[src/rtl/ucode_sequencer_if.sv]
// Fetch/decode-side signals of the microcode sequencer, grouped so the
// environment (master) and the sequencer (slave) share one bundle.
interface ucode_sequencer_if;
  logic [31:0] instrIn;
  logic        instrValid;
  logic        uopReady;
  logic [31:0] uopOut;
  logic        uopValid;
  logic        control;
  logic        busy;

  modport master (
    output instrIn, instrValid, uopReady,
    input  uopOut, uopValid, control, busy
  );

  modport slave (
    input  instrIn, instrValid, uopReady,
    output uopOut, uopValid, control, busy
  );
endinterface

[src/rtl/ucode_sequencer.sv]
// Expands the MULI macro (rd = rs1 * k) into CLR / k x ADD / MOV micro-ops;
// every other instruction passes straight through to decode.
module ucode_sequencer #(
  parameter logic [6:0] MULI_OP     = 7'b0010110,
  parameter logic [6:0] ADD_OP      = 7'b0000001,
  parameter logic [3:0] ZERO_REG    = 4'd0,
  parameter logic [3:0] SCRATCH_REG = 4'd15
) (
  input  logic            clk,
  input  logic            rst,
  ucode_sequencer_if.slave bus
);

  typedef enum logic [1:0] {
    S_IDLE = 2'd0,
    S_CLR  = 2'd1,
    S_ADD  = 2'd2,
    S_MOV  = 2'd3
  } state_t;

  state_t      state_q, state_d;
  logic [7:0]  count_q, count_d;
  logic [3:0]  rd_q, rd_d;
  logic [3:0]  rs1_q, rs1_d;
  logic        skip_q, skip_d;

  logic [31:0] uop_out;
  logic        uop_valid;
  logic        control_o;
  logic        is_muli;

  // Fields [16:8] of a MULI word carry no meaning for the expansion.
  logic unused_instr_bits;
  assign unused_instr_bits = &{1'b0, bus.instrIn[16:8]};

  function automatic logic [31:0] make_uop(input logic [3:0] rd,
                                           input logic [3:0] rs1,
                                           input logic [3:0] rs2);
    return {ADD_OP, rd, rs1, rs2, 13'b0};
  endfunction

  assign is_muli = bus.instrValid && (bus.instrIn[31:25] == MULI_OP);

  always_ff @(posedge clk) begin
    if (rst) begin
      state_q <= S_IDLE;
      count_q <= 8'd0;
      rd_q    <= 4'd0;
      rs1_q   <= 4'd0;
      skip_q  <= 1'b0;
    end else begin
      state_q <= state_d;
      count_q <= count_d;
      rd_q    <= rd_d;
      rs1_q   <= rs1_d;
      skip_q  <= skip_d;
    end
  end

  always_comb begin
    state_d   = state_q;
    count_d   = count_q;
    rd_d      = rd_q;
    rs1_d     = rs1_q;
    skip_d    = 1'b0;
    uop_out   = bus.instrIn;
    uop_valid = 1'b0;
    control_o = 1'b0;

    unique case (state_q)
      S_IDLE: begin
        if (is_muli && !skip_q) begin
          control_o = 1'b1;
          rd_d      = bus.instrIn[24:21];
          rs1_d     = bus.instrIn[20:17];
          count_d   = bus.instrIn[7:0];
          state_d   = S_CLR;
        end else begin
          // The already-expanded macro word is still on the bus during the
          // skip cycle; it must not reach decode as a raw instruction.
          uop_valid = bus.instrValid && !(skip_q && is_muli);
        end
      end

      S_CLR: begin
        uop_out   = make_uop(SCRATCH_REG, ZERO_REG, ZERO_REG);
        uop_valid = 1'b1;
        control_o = 1'b1;
        if (bus.uopReady) begin
          state_d = (count_q != 8'd0) ? S_ADD : S_MOV;
        end
      end

      S_ADD: begin
        uop_out   = make_uop(SCRATCH_REG, SCRATCH_REG, rs1_q);
        uop_valid = 1'b1;
        control_o = 1'b1;
        if (bus.uopReady) begin
          // count is never zero here, so the decrement cannot wrap.
          count_d = count_q - 8'd1;
          state_d = (count_q == 8'd1) ? S_MOV : S_ADD;
        end
      end

      S_MOV: begin
        uop_out   = make_uop(rd_q, SCRATCH_REG, ZERO_REG);
        uop_valid = 1'b1;
        control_o = 1'b1;
        if (bus.uopReady) begin
          state_d = S_IDLE;
          skip_d  = 1'b1;
        end
      end

      default: begin
        state_d = S_IDLE;
      end
    endcase
  end

  assign bus.uopOut   = uop_out;
  assign bus.uopValid = uop_valid;
  assign bus.control  = control_o;
  assign bus.busy     = (state_q != S_IDLE);

endmodule

[src/flat_wrapper.sv]
// flat-port wrapper written by rule: the top's interface ports become plain ports
module ucode_sequencer_flat 
#(
  parameter logic [6:0] MULI_OP     = 7'b0010110,
  parameter logic [6:0] ADD_OP      = 7'b0000001,
  parameter logic [3:0] ZERO_REG    = 4'd0,
  parameter logic [3:0] SCRATCH_REG = 4'd15
)
  (clk, rst, bus_instrIn, bus_instrValid, bus_uopReady, bus_uopOut, bus_uopValid, bus_control, bus_busy);
  ucode_sequencer_if bus_i ();
  input  logic clk;
  input  logic rst;
  input wire logic [$bits(bus_i.instrIn)-1:0] bus_instrIn;
  input wire logic [$bits(bus_i.instrValid)-1:0] bus_instrValid;
  input wire logic [$bits(bus_i.uopReady)-1:0] bus_uopReady;
  output wire logic [$bits(bus_i.uopOut)-1:0] bus_uopOut;
  output wire logic [$bits(bus_i.uopValid)-1:0] bus_uopValid;
  output wire logic [$bits(bus_i.control)-1:0] bus_control;
  output wire logic [$bits(bus_i.busy)-1:0] bus_busy;
  assign bus_i.instrIn = bus_instrIn;
  assign bus_i.instrValid = bus_instrValid;
  assign bus_i.uopReady = bus_uopReady;
  assign bus_uopOut = bus_i.uopOut;
  assign bus_uopValid = bus_i.uopValid;
  assign bus_control = bus_i.control;
  assign bus_busy = bus_i.busy;
  ucode_sequencer #(.MULI_OP(MULI_OP), .ADD_OP(ADD_OP), .ZERO_REG(ZERO_REG), .SCRATCH_REG(SCRATCH_REG)) u_core (.clk(clk), .rst(rst), .bus(bus_i));
endmodule
[config.mk]
export PLATFORM = sky130hd
export DESIGN_NAME = ucode_sequencer_flat
export DESIGN_NICKNAME = d
export VERILOG_FILES = /design/src/rtl/ucode_sequencer_if.sv /design/src/rtl/ucode_sequencer.sv /design/src/flat_wrapper.sv
export SDC_FILE = /design/constraint.sdc
export NUM_CORES = 1
export LEC_CHECK = 0
export BUFFER_PORTS_ARGS = -buffer_cell sky130_fd_sc_hd__buf_4
export CAP_MARGIN = 10
export CORE_MARGIN = 2
export CORE_UTILIZATION = 49
export DETAILED_ROUTE_END_ITERATION = 10
export PLACE_DENSITY_LB_ADDON = 0.08
export SLEW_MARGIN = 30
export SYNTH_ARGS = -nofsm -noshare
export SYNTH_HDL_FRONTEND = slang
export SYNTH_SLANG_ARGS = --single-unit
[constraint.sdc]
create_clock -name clk -period 2.99 [get_ports clk]
set_input_delay 0.7475 -clock clk [delete_from_list [all_inputs] [get_ports clk]]
set_output_delay 0.7475 -clock clk [all_outputs]
set_load 0.1 [all_outputs]
==> impl_metrics.py <==
metrics = {
    "route": {
        "vias_per_cell": 5.32,
        "vias": 1522,
        "drcViolationCount": 0,
        "dr.first_iter.drc_count": 95,
        "final_antenna_net_count": 0,
        "routedWlPerCell_um": 12.4,
        "wirelength_um": 3540,
        "drtPass1Iterations": 4,
    },
    "sta": {
        "setup_viol": 0,
        "hold_viol": 0,
        "max_freq_ghz": 0.379,
        "period_minus_slack_ps": 2640,
        "grt_setup_unrepaired": "false",
        "finalCritPeriodShare_pct": 88.3,
        "fin_ws_ps": 350,
        "tightestPinTransition_ps": 569,
        "maxSlewViolCount": 0,
        "fin_worst_skew_ps": 3.11,
        "slew_headroom_pct": 61.8,
    },
    "layout": {
        "n_antenna_cell": 0,
        "final_core_util_pct": 72.5,
        "design_area_um2": 2020,
        "multi_input_area_um2": 966,
        "nets": 299,
        "ff_latch_area_um2": 380,
        "fill_cells": 254,
        "layout-drive-gt1-share_pct": 34.1,
        "syn2layout_area_growth_pct": 39.6,
    },
    "cts": {
        "htreeDepth": 1,
        "clock_path_buffers": 2,
        "clkTransAtPathRegs_ps": 100,
        "cts_resized": 0,
        "insertion_delay_ps": 290,
        "cts_buffers": 3,
        "cts_tree": "built",
        "root_buffer": "clkbuf_4",
        "hold_buffers": 0,
        "cts_setup_buffers": 0,
        "cts.sinks": 19,
    },
    "critical_path": {
        "crit_arrival_ps": 1890,
        "cp-start-kind": "flip-flop",
        "reg2reg_slack_ps": 880,
        "cp_max_fo": 20,
        "reg2reg_from": "u_core.state_q[0]",
        "crit_required_ps": 2240,
        "cp-end-kind": "primary output",
        "reg2reg_depth": 7,
        "path_class": "flip-flop to primary output",
        "rr_endpoint": "u_core.count_q[4]",
    },
    "synth": {
        "synth-warning-count": 0,
        "syn-cell-area_um2": 1440,
        "synth_area_leaders": "dfxtp_1 (26%), and2_1 (8.2%), mux2i_1 (6.9%), ha_1 (6.1%), a21oi_1 (5.2%)",
        "syn_inst": 189,
        "yosys.area.top_type": "dfxtp_1",
        "synthDistinctLibCells": 34,
        "ys_seq_elements": 19,
        "yosysSeqAreaShare_pct": 26.3,
        "postSynthNetCount": 232,
        "avgSynthCellArea_um2": 7.64,
        "synth_top_area_share_pct": 26.3,
    },
    "status": {
        "outcome": "finished, final reports clean",
    },
    "grt": {
        "grt_pass1_vias": 1298,
        "grt_max_degree": 27,
        "antenna_found_initial": 0,
        "grt_usage_pct": 20.6,
        "grt_pass1_wl_um": 5580,
        "gr-total-overflow": 0,
    },
    "power": {
        "irDropWorstVdd_mv": 1.17,
        "netSwitchingFraction_pct": 65.3,
        "power_switching_w": 0.00122,
        "comb_power_share_pct": 77.4,
        "sequentialPowerShare_pct": 15.7,
        "p_leak_nw": 0.961,
        "powerDensity_nw_per_um2": 927,
        "p_int_w": 0.000647,
        "clkPwrFrac_pct": 6.9,
    },
    "floorplan": {
        "rows": 19,
        "start_util_pct": 51.9,
        "io_pins": 71,
        "core_um2": 2780,
        "die-area_um2": 3400,
        "die_height_um": 58.3,
        "die_w_um": 58.3,
    },
    "placed_design": {
        "dp_slack_ps": 372,
        "routabilityCongestion": 0.803,
        "postPlaceCellArea_um2": 1990,
        "dp_hpwl_um": 2740,
        "port_buffers": 70,
    },
    "run": {
        "cap_viol_max_count": 0,
    },
    "hold_path": {
        "min_from": "u_core.count_q[7]",
        "hold_path.class": "flip-flop to flip-flop",
        "holdPathEnd": "u_core.count_q[7]",
        "min_delay_path_depth": 2,
    },
}
-- power by group through the flow --
stage | sequential [W] | combinational (W) | clock [W]
detailed placement | 0.000299 | 0.00145 | 0
global route | 0.000296 | 0.00151 | 0.000145
floorplan | 0.000295 | 0.00116 | 0
finish | 0.000293 | 0.00145 | 0.000128
CTS | 0.000293 | 0.00145 | 0.000130
global placement | 0.000298 | 0.00144 | 0
-- worst max-delay path, cell delays in order (launching register included) --
cell,delay [ps]
dfxtp_1,370
inv_1,100
ha_2,310
a2111oi_0,470
a21oi_1,80
buf_4,250
-- sequential cells by signal, indices dropped and copies added (netlist names) --
signal and cells:
u_core.state_q 2, u_core.rs1_q 4, u_core.count_q 8, u_core.rd_q 4, u_core.skip_q 1
-- through the flow --
stage          setup TNS, ps  cells  total power [W]  hold WS [ps]
2_1_floorplan          -4540    189          0.00146           453
3_3_place_gp               0    282          0.00174           466
3_5_place_dp               0    282          0.00175           476
4_1_cts                    0    286          0.00187           492
5_1_grt                    0    286          0.00195           518
6_report                   0    286          0.00187           492
-- worst max path at each step --
| stage | start | to | slack, ps | cells past startpoint |
|---|---|---|---|---|
| global placement | bus_instrIn[28] | bus_control | 400 | 6 |
| finish | u_core.state_q[0] | bus_uopOut[24] | 350 | 5 |
| global route | u_core.state_q[0] | bus_uopOut[22] | 160 | 5 |
| detailed placement | bus_instrIn[28] | bus_control | 370 | 6 |
| floorplan | u_core.state_q[0] | bus_uopOut[17] | -410 | 6 |
| CTS | u_core.state_q[0] | bus_uopOut[15] | 130 | 6 |
-- metal layers --
| metal | vias up | global-route usage [%] | part of all wire, % |
|---|---|---|---|
| li1 | 794 | - | - |
| met1 | 678 | 26.4 | 45 |
| met2 | 46 | 36.0 | 48 |
| met3 | 4 | 2.01 | 6.7 |
| met4 | 0 | 6.98 | 0.90 |
| met5 | - | 0 | 0 |
-- Yosys cell counts, drive strengths merged --
master,count
and2,21
dfxtp,19
nand2,16
a21oi,15
inv,15
nor2,13
mux2i,10
clkbuf,9
o21ai,9
nand2b,8
ha,7
nor2b,7
o32ai,6
a31oi,5
a2111oi,4
nor3,4
nand4,3
a211oi,2
a31o,2
buf,2
nand3,2
nor4,2
a22oi,1
and3b,1
nor3b,1
nor4b,1
o2111ai,1
o211ai,1
o41ai,1
or3b,1
-- cell usage in the layout, fill, tap and decap left out, types with 2 or more instances in the layout --
| cell type | count |
|---|---|
| buf_4 | 73 |
| and2_1 | 19 |
| dfxtp_1 | 19 |
| inv_1 | 15 |
| a21oi_1 | 15 |
| nand2_1 | 15 |
| nor2_1 | 13 |
| mux2i_1 | 10 |
| nand2b_1 | 8 |
| nor2b_1 | 7 |
| o32ai_1 | 6 |
| ha_1 | 6 |
| o21ai_1 | 5 |
| nor3_1 | 4 |
| a2111oi_0 | 4 |
| o21ai_0 | 4 |
| a31oi_1 | 4 |
| clkbuf_4 | 3 |
| and2_2 | 2 |
| a31o_2 | 2 |
| nor4_1 | 2 |
| nand4_1 | 2 |
| nand3_1 | 2 |
| a211oi_1 | 2 |
-- layout make-up --
class                           instances  share of cell area (%)
Multi-Input combinational cell        144                    47.9
Timing Repair Buffer                   73                    27.2
Sequential cell                        19                    18.9
Inverter                               15                    2.79
Tap cell                               31                    1.92
Clock buffer                            4                    1.30
-- kinds of logic (layout without fill, tap and decap cells) --
logic type      Yosys count  count (layout)  share of synthesized area [%]
simple gates             80              80                           32.2
flops                    19              19                           26.3
fa+ha+maj                 7               7                           6.07
mux                      10              10                           6.93
buf+inv                  26              92                           6.93
compound gates           47              47                           21.5
Note: power is estimated with default switching activity, not from simulation.
